File: src/rtl/mealey_window_stats_pkg.sv
// Shared types for the Mealy-stream window statistics block.
// Optional MEALEY_STATS_MEAN_EN adds the mean field to each stats entry.
package Mealey_types;

    localparam int SAMPLE_W     = 9;
    localparam int WIN_LOG2_MAX = 6;
    localparam int SUM_MAX_W    = SAMPLE_W + WIN_LOG2_MAX;

    typedef logic signed [SAMPLE_W-1:0]  sample_t;
    typedef logic signed [SUM_MAX_W-1:0] sum_max_t;

    typedef enum logic {
        IDLE = 1'b0,
        ACC  = 1'b1
    } state_e;

    // Sum is stored at the widest legal size; the top narrows it.
    typedef struct packed {
        sample_t  mn;
        sample_t  mx;
        sum_max_t sum;
`ifdef MEALEY_STATS_MEAN_EN
        sample_t  mean;
`endif
    } stats_t;

    function automatic int sum_width(input int win_log2);
        return SAMPLE_W + win_log2;
    endfunction

endpackage

File: src/rtl/mealey_window_stats_fifo2.sv
// Two-entry valid/ready buffer of stats entries; head is always slot 0.
// Ports: clk_i, rst_ni, push_i/data_i in, ready_i in, valid_o/head_o out,
// drop_o pulses when a push hits a full buffer with no pop.
module mealey_stats_fifo2
    import Mealey_types::*;
(
    input  logic   clk_i,
    input  logic   rst_ni,
    input  logic   push_i,
    input  stats_t data_i,
    input  logic   ready_i,
    output logic   valid_o,
    output stats_t head_o,
    output logic   drop_o
);

    logic [1:0] cnt_q;
    stats_t     s0_q;
    stats_t     s1_q;
    logic       pop;

    assign valid_o = (cnt_q != 2'd0);
    assign pop     = valid_o & ready_i;
    assign drop_o  = push_i & (cnt_q == 2'd2) & ~pop;
    assign head_o  = s0_q;

    // Shift organisation keeps the head a plain register.
    always_ff @(posedge clk_i or negedge rst_ni) begin
        if (!rst_ni) begin
            cnt_q <= 2'd0;
            s0_q  <= '0;
            s1_q  <= '0;
        end else begin
            unique case (cnt_q)
                2'd0: begin
                    if (push_i) begin
                        s0_q  <= data_i;
                        cnt_q <= 2'd1;
                    end
                end
                2'd1: begin
                    if (push_i && pop) begin
                        s0_q <= data_i;
                    end else if (push_i) begin
                        s1_q  <= data_i;
                        cnt_q <= 2'd2;
                    end else if (pop) begin
                        cnt_q <= 2'd0;
                    end
                end
                2'd2: begin
                    if (pop) begin
                        s0_q <= s1_q;
                        if (push_i) begin
                            s1_q <= data_i;
                        end else begin
                            cnt_q <= 2'd1;
                        end
                    end
                end
                default: cnt_q <= 2'd0;
            endcase
        end
    end

endmodule

File: src/rtl/mealey_window_stats.sv
// Window min/max/sum(/mean) over 2^WIN_LOG2 accepted Mealy samples.
// Ports: system1000/_rstn, sample_i, en_i, clear_i, out_ready_i in;
// out_valid_o, min_o, max_o, sum_o, mean_o, overflow_o out.
// Define MEALEY_STATS_MEAN_EN to compute mean; otherwise mean_o is 0.
module mealey_window_stats
    import Mealey_types::*;
#(
    parameter int WIN_LOG2 = 3
) (
    input  logic                       system1000,
    input  logic                       system1000_rstn,
    input  logic signed [8:0]          sample_i,
    input  logic                       en_i,
    input  logic                       clear_i,
    input  logic                       out_ready_i,
    output logic                       out_valid_o,
    output logic signed [8:0]          min_o,
    output logic signed [8:0]          max_o,
    output logic signed [8+WIN_LOG2:0] sum_o,
    output logic signed [8:0]          mean_o,
    output logic                       overflow_o
);

    localparam int SW = sum_width(WIN_LOG2);
    localparam logic [WIN_LOG2-1:0] CNT_LAST = '1;

    state_e                state_q;
    logic [WIN_LOG2-1:0]   cnt_q;
    sample_t               min_q;
    sample_t               max_q;
    logic signed [SW-1:0]  sum_q;
    logic                  ovf_q;

    sample_t               min_nx;
    sample_t               max_nx;
    logic signed [SW-1:0]  sum_nx;
    logic                  push;
    stats_t                push_data;
    stats_t                head;
    logic                  fifo_drop;
    sum_max_t              unused_head_sum;
`ifdef MEALEY_STATS_MEAN_EN
    logic signed [SW-1:0]  mean_full;
`endif

    // Result includes the sample completing the window.
    always_comb begin
        min_nx    = (sample_i < min_q) ? sample_i : min_q;
        max_nx    = (sample_i > max_q) ? sample_i : max_q;
        sum_nx    = sum_q + SW'(sample_i);
        push      = ~clear_i & en_i & (state_q == ACC)
                  & (cnt_q == CNT_LAST);
        push_data     = '0;
        push_data.mn  = min_nx;
        push_data.mx  = max_nx;
        push_data.sum = SUM_MAX_W'(sum_nx);
`ifdef MEALEY_STATS_MEAN_EN
        // Floor division; the result always fits in 9 bits.
        mean_full      = sum_nx >>> WIN_LOG2;
        push_data.mean = mean_full[8:0];
`endif
    end

    always_ff @(posedge system1000 or negedge system1000_rstn) begin
        if (!system1000_rstn) begin
            state_q <= IDLE;
            cnt_q   <= '0;
            min_q   <= '0;
            max_q   <= '0;
            sum_q   <= '0;
            ovf_q   <= 1'b0;
        end else if (clear_i) begin
            state_q <= IDLE;
            cnt_q   <= '0;
            ovf_q   <= 1'b0;
        end else begin
            if (fifo_drop) begin
                ovf_q <= 1'b1;
            end
            unique case (state_q)
                IDLE: begin
                    if (en_i) begin
                        min_q   <= sample_i;
                        max_q   <= sample_i;
                        sum_q   <= SW'(sample_i);
                        cnt_q   <= WIN_LOG2'(1);
                        state_q <= ACC;
                    end
                end
                ACC: begin
                    if (en_i) begin
                        min_q <= min_nx;
                        max_q <= max_nx;
                        sum_q <= sum_nx;
                        if (cnt_q == CNT_LAST) begin
                            cnt_q   <= '0;
                            state_q <= IDLE;
                        end else begin
                            cnt_q <= cnt_q + 1'b1;
                        end
                    end
                end
                default: state_q <= IDLE;
            endcase
        end
    end

    mealey_stats_fifo2 u_fifo (
        .clk_i   (system1000),
        .rst_ni  (system1000_rstn),
        .push_i  (push),
        .data_i  (push_data),
        .ready_i (out_ready_i),
        .valid_o (out_valid_o),
        .head_o  (head),
        .drop_o  (fifo_drop)
    );

    assign min_o           = head.mn;
    assign max_o           = head.mx;
    assign sum_o           = head.sum[SW-1:0];
    assign overflow_o      = ovf_q;
    assign unused_head_sum = head.sum;
`ifdef MEALEY_STATS_MEAN_EN
    assign mean_o = head.mean;
`else
    assign mean_o = '0;
`endif

endmodule

File: config.mk
export PLATFORM = sky130hd
export DESIGN_NAME = mealey_window_stats
export DESIGN_NICKNAME = d
export VERILOG_FILES = /design/src/rtl/mealey_window_stats_pkg.sv /design/src/rtl/mealey_window_stats_fifo2.sv /design/src/rtl/mealey_window_stats.sv
export SDC_FILE = /design/constraint.sdc
export NUM_CORES = 1
export LEC_CHECK = 0
export BUFFER_PORTS_ARGS = -buffer_cell sky130_fd_sc_hd__buf_2
export CAP_MARGIN = 20
export CORE_ASPECT_RATIO = 1.2
export CORE_MARGIN = 1
export CORE_UTILIZATION = 50
export CTS_CLUSTER_DIAMETER = 150
export DETAILED_ROUTE_END_ITERATION = 8
export HOLD_SLACK_MARGIN = 0.12
export MAX_ROUTING_LAYER = met4
export PLACE_DENSITY = 0.77
export SLEW_MARGIN = 10
export SYNTH_ARGS = -nofsm -noshare
export SYNTH_HDL_FRONTEND = slang
export SYNTH_SLANG_ARGS = --single-unit
File: constraint.sdc
create_clock -name system1000 -period 6.3 [get_ports system1000]
set_clock_uncertainty 0.2 [all_clocks]
set_input_delay 0.63 -clock system1000 [delete_from_list [all_inputs] [get_ports system1000]]
set_output_delay 0.63 -clock system1000 [all_outputs]
set_load 0.02 [all_outputs]
* After elaboration in Yosys (flattened, before gate mapping)
Cells that the tools add are included.
** Storage, ports and cells
- Register bits after elaboration :: 100
- Bits of input ports :: 14
** Operators by class
- Add/sub/neg operators :: 2
- Magnitude comparators :: 2
- Eq/ne operators :: 13
- Muxes and demuxes :: 37
- Bitwise logic cells :: 9
- Reductions and logical operators :: 11
** Operators with widths (number)
- $mux 33 :: 6
- $pmux 33 s3 :: 1
- $pmux 33 s2 :: 1
- $mux 9 :: 5
- $pmux 9 s2 :: 2
- $mux 12 :: 2
- $pmux 12 s2 :: 1
- $add 12x9->12 :: 1
- $mux 2 :: 6
- $mux 3 :: 4
- $gt 9x9->1 :: 1
- $lt 9x9->1 :: 1
- $ne 2x2->1 const B :: 4
- $and 1x1->1 :: 6
- $mux 1 :: 6
- $ne 2x1->1 const B :: 3
- $ne 3x3->1 const B :: 2
- $pmux 2 s3 :: 1
- $pmux 3 s2 :: 1
- $reduce_and 3->1 :: 2
- $reduce_bool 2->1 :: 3
- $reduce_and 5->1 :: 1
- $reduce_and 4->1 :: 1
- $add 3x1->3 const B :: 1
- 10 further kinds :: 12

* Longest topological paths before layout
Gate-level depths: netlist of the first run.
- Depth after elaboration :: 8
- Gate-level depth with buffers :: 9
- Depth with buffers taken out :: 9

* Hierarchy
Synthesis of the first run repeated with hierarchy kept, for this count alone.
** Unflattened totals
- Cell total of the unflattened synthesis :: 537
- Area, all modules :: 6157.2 um^2
** Modules (own cells, without submodules)
- mealey_stats_fifo2 :: instances 1, cells an instance 193, area each 3119.2 um^2
- mealey_window_stats :: instances 1, cells an instance 344, area each 3037.9 um^2

* Worst setup path after synthesis of the first run
Ideal clock, no wire load.
- Kind :: input-to-reg
- Start :: input sample_i[4]
- End :: register min_q[2]
- Arrival time :: 2.366 ns
- Data required time :: 5.975 ns
- Slack :: 3.609 ns
- Cell stages on the path :: 7
- Buffers on the path :: 0
- Cell sequence :: ha_1 > a2111oi_0 > o21ai_1 > a21oi_2 > nor2_1 > nor2_4 > mux2_2
** Between the ends
- Word-level cells in the longest chain between the ends :: 4
** RTL lines
- from (decl) :: RTL line mealey_window_stats.sv:12 : input logic signed [8:0] sample_i,
- $lt 9x9->1 :: RTL line mealey_window_stats.sv:48 : min_nx = (sample_i < min_q) ? sample_i : min_q;
- $mux 9 :: RTL line mealey_window_stats.sv:48
- $mux 9 :: RTL line mealey_window_stats.sv:91 : if (en_i) begin
- $pmux 9 s2 :: RTL line mealey_window_stats.sv:80 : unique case (state_q)
- to (signal assigned) :: RTL line mealey_window_stats.sv:83 : min_q <= sample_i;
- to (signal assigned) :: RTL line mealey_window_stats.sv:92 : min_q <= min_nx;
- to (decl) :: RTL line mealey_window_stats.sv:29 : sample_t min_q;
Every way passes these cells. The select of a mux whose other input is x is not followed.
A chain may end at the register's enable or synchronous reset.

* Worst setup path in the final report of the first run
- Start :: input sample_i[4]
- End :: register min_q[5]
Same word-level chain as after synthesis.

==> run_results.csv, run 1 <==
group,metric,value,unit
floorplan,io_pins,55,
sta,slew_violations,0,
routing,dr.pass1.iters,5,
power_and_ir_drop,finalPower,2400,uW
cts,cts_buffer_depth,2,
routing,wl_per_cell,16.8,um
global_routing,grt_pass1_vias,3888,
cells_and_area,final_area,0.00598,sq mm
cells_and_area,syn_to_final_growth,10.7,%
sta,min_period,3.16,ns
cells_and_area,nNetsFinal,635,
power_and_ir_drop,power.density,402,mW/mm^2
sta,hold_viol,0,
cts,ctsHtreeMaxLevel,3,
global_routing,grt.total_usage,22.7,%
routing,via_per_inst,5.86,
cts,root_buffer,"clkbuf_16",
cells_and_area,final_util,56.8,%
cells_and_area,antenna_cells,0,
global_routing,grt_start_max_net_pins,57,
global_routing,grt_pass1_wl,19900,um
cts,post_cts_resized,0,
cts,cts.clk_slew.worst_paths,0.07,ns
cts,clock_latency,0.34,ns
worst_setup_path,cp.required,6.33,ns
power_and_ir_drop,peakVddDrop,0.179,mV
routing,drt_iter0_drc,256,
synth,seq_area_frac_synth,44.9,%
worst_setup_path,arrival,3.19,ns
synth,synth.distinct_cells,58,
synth,synthCells,550,
routing,route.detailed.drc,0,
floorplan,fp.dieArea,0.0112,sq mm
cts,cts_tree,"done",
placed_design,finalWeightedCongestion,0.878,
routing,ant_nets,0,
global_routing,antenna_found_initial,0,
sta,period_share,50.2,%
synth,ys_warn_count,0,
cells_and_area,drive_gt1_share,17.3,%
synth,synth_edf_count,0,
worst_setup_path,cp-start-kind,"input pin",
sta,setup_violations,0,
floorplan,die_w,96.9,um
worst_setup_path,worst-path-max-fanout,18,
synth,netlist_area,0.00540,sq mm
placed_design,dp_hpwl,8410,um
sta,slew_headroom,42.5,%
placed_design,port_buffers,45,
worst_setup_path,crit_path_end_kind,"flip-flop",
synth,synth_top_area_share,44.9,%
floorplan,start_util,51.4,%
routing,route.vias.total,4216,
cts,clock-sinks,97,
cts,cts_buffers,9,
synth,ys.flop_type,"dfrtp_1",
hold_path,hp-class,"flip-flop to flip-flop",
sta,setup_tns,0,ns
sta,rsz0062_at_grt,"no",
placed_design,place_area,0.00567,sq mm
synth,synth.largest_area_cell,"dfrtp_1",
flow_run,max_cap_violations,0,
synth,synth.area.top_cells,"dfrtp_1 (45%), ha_1 (8.1%), nand2_1 (5.0%)",
power_and_ir_drop,p_leak,0.00285,uW
floorplan,die_height,116,um
floorplan,row_count,41,
global_routing,overflow,0,
worst_setup_path,critPathKind,"input pin to flip-flop",
sta,tightestPinTransition,0.861,ns
sta,timing.fmax,316,MHz
floorplan,core,0.0105,sq mm
synth,synth.ff_latch_count,97,
routing,postRouteWirelength,12000,um
synth,async_reset_ff_share,100,%
cts,cts_setup_buffers,0,
status,outcome,"finished clean",
synth,avgSynthCellArea,9.82,sq um
per-stage QoR:
step	setup slack, ns	hold WS (ns)	std cells
6_report	3.14	0.277	719
5_1_grt	2.96	0.300	719
4_1_cts	3.19	0.282	718
3_5_place_dp	2.86	0.266	701
3_3_place_gp	2.97	0.255	701
2_1_floorplan	3.61	0.134	558
per-layer routing:
layer	track usage [%]	vias to the layer above	wire (um)
met5	-	-	0
met4	6.87	0	206
met3	4.22	17	499
met2	34.9	111	5850
met1	30.8	2083	5490
li1	-	2005	-
kinds of logic after synthesis:
group	share of synthesized area, %
other cells	0.0694
compound gates	17.3
simple gates	14.2
mux	8.06
flops	44.9
fa+ha+maj	8.48
xor+xnor	1.62
buf+inv	5.28
layout by cell type, fill, tap and decap left out, types with 5 or more instances in the layout:
cell	count
mux2i_1	21
ha_1	35
o211ai_1	15
buf_4	7
nand2b_1	5
o21ai_1	5
mux2_2	17
o21ai_0	47
clkbuf_16	9
nor2_1	19
nor3_1	5
o211ai_2	9
nand2_1	72
buf_2	44
a21oi_1	38
xnor2_1	6
inv_1	25
dfrtp_1	97
conb_1	9
nand3_1	33
and3_1	7
cell type report:
type,count,area (sq um)
timing repair buffer,52,283
fill,886,4540
clock buffer,9,225
tap,129,161
sequential,97,2430
multi-input combinational,399,2720
inverter,26,97.6
clock inverter,7,62.6
cell usage after synthesis, types with 4 or more instances:
cell type  number
o21ai_0        47
a21o_1          4
nor2_1         20
mux2_2         17
buf_4           9
o211ai_2        9
mux2i_1        21
xor2_1          4
inv_1          25
a21oi_1        38
and3_1          7
nor2b_1         4
nor3_1          5
nand3_1        33
nand2_1        72
ha_1           35
clkbuf_1       22
o211ai_1       15
nand2b_1        5
xnor2_1         6
o21ai_1         5
dfrtp_1        97
power breakdown:
group	switching (uW)	internal [uW]
Combinational	645	369
Sequential	90.3	769
Clock	255	275
flip-flops by register name, indices dropped and copies added, names as in the netlist:
register,flops
u_fifo.head_o,30
cnt_q,3
max_q,9
sum_q,12
u_fifo.s1_q,30
u_fifo.cnt_q,2
overflow_o,1
min_q,9
state_q,1
critical path: stages:
cell       delay, ns
buf_2           0.17
ha_1            0.34
a2111oi_0       0.42
o21ai_1         0.15
a21oi_2         0.64
nor2_1          0.16
nor2_4          0.29
mux2_2          0.38
worst paths after layout:
path | start | depth (start not counted) | slack [ns] | end
max | sample_i[4] | 8 | 3.14 | min_q[5]
min | u_fifo.head_o[5] | 2 | 0.28 | u_fifo.head_o[5]
max reg2reg | min_q[4] | 8 | 3.23 | min_q[5]
min reg2reg | u_fifo.head_o[5] | 2 | 0.28 | u_fifo.head_o[5]
max in group asynchronous | system1000_rstn | 3 | 4.18 | min_q[0]
min in group asynchronous | system1000_rstn | 2 | 0.62 | u_fifo.head_o[17]
timing repair:
| item | in CTS | in global routing |
|---|---|---|
| hold buffers | 1 | 0 |
| setup endpoints to repair | 0 | 0 |
| hold endpoints to repair | 45 | 0 |
(Power assumes the default switching activity.)
==> run 2: changes to the inputs <==
Settings changed: ABC_AREA set to 1, PLACE_DENSITY 0.77 to 0.8.
Clock period 6.3 ns to 2.59 ns, I/O delays scaled along.
==> run 2 against run 1 <==
  * Sequential cell count stayed put
  * Via count increased by 22%
  * Die area is 4.7% higher
  * Combinational power rose to 3.0 times the previous value
  * Clock power grew to 2.8 times the previous value
  * Critical path depth increased by 6
  * Synthesized cell count is 39% higher
  * Sequential power is 150% higher
  * Register-to-register slack got worse by 3.0 ns
  * Total power grew to 2.8 times the previous value
  * Clock-buffer cell count rose by 1
  * Highest routed layer unchanged
==> run_results.csv, run 2 <==
group,metric,value,unit
sta,slew_headroom,54.4,%
global_routing,grt.total_usage,25.3,%
routing,postRouteWirelength,13900,um
worst_setup_path,path_cells,"inv_1 -> ha_1 -> nand2_1 -> nor2_1 -> nand3_1 -> nand3_1 -> nand2_1 -> nand2_2 -> clkinv_1 -> nand2_1 -> nand2_1 -> nand2_1 -> nand2_1 -> nand2_1",
sta,timing.fmax,425,MHz
synth,ys.flop_type,"dfrtp_1",
synth,ys_warn_count,0,
synth,avgSynthCellArea,7.40,sq um
cts,cts_buffer_depth,2,
routing,via_per_inst,5.42,
cells_and_area,syn_to_final_growth,13.9,%
cts,cts_buffers,9,
sta,setup_violations,0,
worst_setup_path,cpMaxStageDelayCell,"dfrtp_1",
synth,synth.distinct_cells,35,
synth,async_reset_ff_share,100,%
synth,synthCells,765,
cells_and_area,final_cell_mix,"nand2_1 (234), dfrtp_1 (97), nor2_1 (82)",
sta,slew_violations,0,
cells_and_area,final_area,0.00644,sq mm
cts,cts.clk_slew.worst_paths,0.07,ns
worst_setup_path,worst-path-max-fanout,9,
floorplan,row_count,42,
floorplan,io_pins,55,
global_routing,antenna_found_initial,0,
cts,clock-sinks,97,
cells_and_area,antenna_cells,0,
power_and_ir_drop,power.density,1040,mW/mm^2
placed_design,dp_hpwl,10000,um
worst_setup_path,cp.required,2.67,ns
worst_setup_path,worstSetupStartpoint,"min_q[8]",
synth,netlist_area,0.00566,sq mm
worst_setup_path,crit_path_end_kind,"flip-flop",
cells_and_area,multiInputGateArea,0.00281,sq mm
placed_design,finalWeightedCongestion,0.982,
cts,ctsHtreeMaxLevel,3,
cells_and_area,final_common_cell,"nand2_1",
floorplan,core,0.0110,sq mm
flow_run,max_cap_violations,0,
worst_setup_path,crit_family,"simple AND/OR/NAND/NOR gates",
worst_setup_path,cp-endpoint,"u_fifo.head_o[28]",
hold_path,hp-class,"input pin to flip-flop",
sta,hold_viol,0,
cts,cts_tree,"done",
global_routing,grt_pass1_vias,4679,
cells_and_area,nNetsFinal,864,
synth,synth.area.top_cells,"dfrtp_1 (43%), nand2_1 (16%), ha_1 (7.7%)",
floorplan,die_w,99.1,um
synth,seq_area_frac_synth,42.9,%
cells_and_area,fillers,1002,
routing,route.detailed.drc,0,
sta,setup_ws,0.237,ns
worst_setup_path,rr_worst_depth,14,
placed_design,place_area,0.00603,sq mm
synth,synth_top_area_share,42.9,%
worst_setup_path,worstReg2RegStart,"min_q[8]",
sta,min_period,2.35,ns
worst_setup_path,critPathKind,"flip-flop to flip-flop",
worst_setup_path,cp.depth,14,
floorplan,start_util,51.3,%
synth,netlist_top_cells_count,"nand2_1 (235), dfrtp_1 (97), nor2_1 (82)",
synth,synth.largest_area_cell,"dfrtp_1",
placed_design,dp_slack,0.226,ns
placed_design,port_buffers,45,
worst_setup_path,reg2reg_setup_slack,0.24,ns
global_routing,grt_pass1_wl,22800,um
synth,synth_edf_count,0,
global_routing,overflow,0,
routing,wl_per_cell,14.6,um
routing,route.vias.total,5154,
sta,setup_tns,0,ns
synth,synth_most_common_cell,"nand2_1",
synth,synth.ff_latch_count,97,
worst_setup_path,arrival,2.44,ns
routing,ant_nets,0,
routing,drt_iter0_drc,467,
cts,clock_latency,0.35,ns
power_and_ir_drop,peakVddDrop,0.496,mV
floorplan,fp.dieArea,0.0117,sq mm
power_and_ir_drop,p_leak,0.00351,uW
sta,period_share,90.9,%
worst_setup_path,r2r_end,"u_fifo.head_o[28]",
sta,rsz0062_at_grt,"no",
worst_setup_path,critPathMostFrequentCell,"nand2_1",
global_routing,grt_start_max_net_pins,52,
floorplan,die_height,119,um
worst_setup_path,critPathMaxStageDelay,0.36,ns
sta,tightestPinTransition,0.683,ns
cts,root_buffer,"clkbuf_16",
cells_and_area,drive_gt1_share,11.0,%
worst_setup_path,cp-start-kind,"flip-flop",
status,outcome,"finished clean",
routing,dr.pass1.iters,5,
worst_setup_path,path_buf_inv,2,
cells_and_area,seqCellArea,0.00243,sq mm
run 2: cell count changes after synthesis, moves of 17 or more:
cell     delta
a21oi_1    +24
inv_1      +46
mux2_2     -17
mux2i_1    -21
nand2_1   +163
nand3_1    +27
nor2_1     +62
o21ai_0    -26
o21ai_1    +22
run 2: worst min-delay path by stage:
stage / startpoint / end / slack [ns] / cells after the start
6_report: sample_i[1] / min_q[1] / 0.18 / 3
5_1_grt: sample_i[1] / min_q[1] / 0.19 / 3
4_1_cts: sample_i[1] / min_q[1] / 0.17 / 3
3_5_place_dp: system1000_rstn / u_fifo.head_o[27] / 0.03 / 1
3_3_place_gp: system1000_rstn / u_fifo.head_o[27] / 0.03 / 1
2_1_floorplan: system1000_rstn / cnt_q[0] / -0.24 / 0
run 2: what timing repair did:
| item | CTS | global route |
|---|---|---|
| endpoints found under the setup margin | 0 | 5 |
| hold endpoints to repair | 78 | 0 |
| gates resized for setup | 0 | 0 |
| hold buffers | 5 | 0 |
| setup buffers | 0 | 3 |
run 2: worst register-to-register path, delay by kind of cell, from the launching register on:
family | cells | cell delay (ns)
simple gates | 11 | 1.06
flops | 1 | 0.36
buf+inv | 2 | 0.34
fa+ha+maj | 1 | 0.33
run 2: kinds of logic after synthesis:
group | count (synthesis) | synth area share, %
other cells | 1 | 0.0663
flops | 97 | 42.9
xor+xnor | 6 | 0.929
buf+inv | 109 | 8.05
fa+ha+maj | 36 | 8.09
simple gates | 392 | 28.3
compound gates | 124 | 11.6
run 2: layer usage:
layer	GRT usage [%]	vias to the layer above	part of all wire, %
met5	-	-	0
met2	36.2	221	43
met3	4.67	32	6.7
met1	36.0	2362	47
met4	9.38	0	3.2
li1	-	2539	-
run 2: final cells by class:
cell class              count  area share, %
well taps                 132           2.56
flip-flops and latches     97           37.7
multi-input cells         567           43.6
inverters                  74           4.31
repair buffers             65           6.64
clock inverters             6           1.51
clock buffers              10           3.71
run 2: power by group:
group          switching (uW)  internal, uW
registers                 209          1900
logic                    2050          1030
clock network             619           889
total                    2880          3820
run 2: through the flow:
stage	total power (uW)	hold slack, ns	std cells	utilization [%]
after floorplan	4300	-0.237	773	-
after global placement	5110	0.0268	927	54.7
after detailed placement	5180	0.0259	927	54.7
after CTS	6700	0.167	948	58.2
after global routing	7200	0.187	951	58.4
final	6700	0.179	951	58.4
==> run 3: changes to the inputs <==
Settings changed: CORE_UTILIZATION 50 to 54, PLACE_DENSITY 0.8 to 0.85.
==> run 3 against run 2 <==
  * Wire length hardly changed
  * Combinational power hardly changed
  * Largest power group unchanged
  * First-iteration DRC count is 2.4% lower
  * Cell count is 1.4% lower
==> run_results.csv, run 3 (same netlist as run 2, synthesis figures left out) <==
group,metric,value,unit
status,outcome,"finished clean",
worst_setup_path,path_buf_inv,2,
sta,min_period,2.44,ns
worst_setup_path,critPathMostFrequentCell,"nand2_1",
routing,route.vias.total,5149,
routing,route.detailed.drc,0,
sta,setup_tns,0,ns
sta,setup_violations,0,
floorplan,core,0.0101,sq mm
global_routing,overflow,0,
worst_setup_path,cp.required,2.64,ns
cts,ctsHtreeMaxLevel,3,
sta,period_share,94.1,%
sta,timing.fmax,410,MHz
worst_setup_path,reg2reg_setup_slack,0.15,ns
worst_setup_path,crit_family,"simple AND/OR/NAND/NOR gates",
floorplan,die_height,114,um
sta,tightestPinTransition,0.674,ns
worst_setup_path,crit_path_end_kind,"flip-flop",
power_and_ir_drop,peakVddDrop,0.398,mV
sta,slew_headroom,55.1,%
sta,rsz0062_at_grt,"no",
cells_and_area,syn_to_final_growth,12.1,%
hold_path,hp-class,"input pin to flip-flop",
routing,postRouteWirelength,13900,um
worst_setup_path,cpMaxStageDelayCell,"dfrtp_1",
routing,ant_nets,0,
routing,wl_per_cell,14.8,um
floorplan,fp.dieArea,0.0109,sq mm
power_and_ir_drop,power.density,1020,mW/mm^2
global_routing,antenna_found_initial,0,
placed_design,place_area,0.00600,sq mm
cts,cts.clk_slew.worst_paths,0.07,ns
worst_setup_path,path_cells,"inv_1 -> ha_1 -> nand2_1 -> inv_1 -> a21oi_1 -> nand4_2 -> nand2_2 -> nand3_1 -> nand2_1 -> nand2_1 -> nand2_1 -> nand2_1",
worst_setup_path,cp-start-kind,"flip-flop",
cts,cts_buffers,9,
floorplan,row_count,40,
cells_and_area,antenna_cells,0,
worst_setup_path,arrival,2.48,ns
cts,clock_latency,0.35,ns
cts,cts_setup_buffers,0,
floorplan,start_util,56.0,%
cts,cts_buffer_depth,2,
cells_and_area,final_area,0.00634,sq mm
routing,via_per_inst,5.49,
cells_and_area,final_cell_mix,"nand2_1 (234), dfrtp_1 (97), nor2_1 (82)",
sta,slew_violations,0,
global_routing,grt.total_usage,27.9,%
cts,root_buffer,"clkbuf_16",
cts,cts_tree,"done",
placed_design,dp_hpwl,9620,um
worst_setup_path,worst-path-max-fanout,9,
cells_and_area,drive_gt1_share,10.3,%
cts,clock-sinks,97,
worst_setup_path,critPathMaxStageDelay,0.38,ns
worst_setup_path,critPathKind,"flip-flop to flip-flop",
floorplan,die_w,95.4,um
placed_design,finalWeightedCongestion,0.962,
global_routing,grt_pass1_wl,22700,um
power_and_ir_drop,p_leak,0.00346,uW
placed_design,port_buffers,45,
cells_and_area,nNetsFinal,857,
sta,hold_viol,0,
flow_run,max_cap_violations,0,
routing,drt_iter0_drc,456,
floorplan,io_pins,55,
global_routing,grt_pass1_vias,4655,
cells_and_area,final_common_cell,"nand2_1",
global_routing,grt_start_max_net_pins,58,
routing,dr.pass1.iters,5,
-- run 3: cell count changes in the layout (fill, tap and decap cells not counted), sizes merged --
cell,previous run,this run
buf,60,53
bufinv,2,0
clkbuf,10,9
clkinv,2,3
clkinvlp,0,1
inv,76,77
-- run 3: worst register-to-register path: stages, from the launching register on --
cell and delay, ns:
dfrtp_1 0.38, inv_1 0.09, ha_1 0.27, nand2_1 0.12, inv_1 0.05, a21oi_1 0.23, nand4_2 0.24, nand2_2 0.25
nand3_1 0.13, nand2_1 0.15, nand2_1 0.09, nand2_1 0.10, nand2_1 0.05
-- run 3: worst paths after layout --
path                                   start                end  cells after the start
hold / removal                   sample_i[0]           max_q[0]                      3
hold reg to reg            u_fifo.head_o[28]  u_fifo.head_o[28]                      2
min in group asynchronous    system1000_rstn           cnt_q[2]                      2
setup reg to reg                    max_q[8]  u_fifo.head_o[16]                     12
setup / recovery                    max_q[8]  u_fifo.head_o[16]                     12
max in group asynchronous    system1000_rstn           max_q[6]                      3
-- run 3: repair_timing --
action / in CTS / in global routing
hold buffers: 5 / 0
endpoints found under the setup margin: 0 / 18
gates resized for setup: 0 / 3
endpoints found under the hold margin: 45 / 0
-- run 3: area by class of cell --
cell class | count | area [sq um]
multi-input cells | 567 | 2810
clock inverters | 7 | 62.6
well taps | 126 | 158
flip-flops and latches | 97 | 2430
clock buffers | 9 | 225
repair buffers | 58 | 375
fillers | 898 | 3770
inverters | 74 | 282
-- run 3: power breakdown --
group,internal (uW),total (uW),switching (uW)
clock,674,1320,649
sequential,1900,2110,205
combinational,1000,3070,2070
total,3580,6500,2920
-- run 3: per-layer routing --
layer,track usage (%),vias up,part of all wire (%),wire length (um)
li1,-,2524,-,-
met1,38.7,2360,45,6310
met3,5.11,46,6.6,918
met5,-,-,0,0
met4,11.6,0,3.0,422
met2,40.2,219,45,6240
-- run 3: metrics by stage --
step                      power (uW)  utilization [%]  hold WS (ns)  worst slack [ns]  instances
after floorplan                 4300                -        -0.237             0.493        773
after global placement          5050             59.3        0.0734             0.198        917
after detailed placement        5130             59.3        0.0752             0.155        917
after CTS                       6480             62.6         0.161             0.165        938
after global routing            7030             62.7         0.200           0.00718        938
final                           6500             62.7         0.170             0.152        938
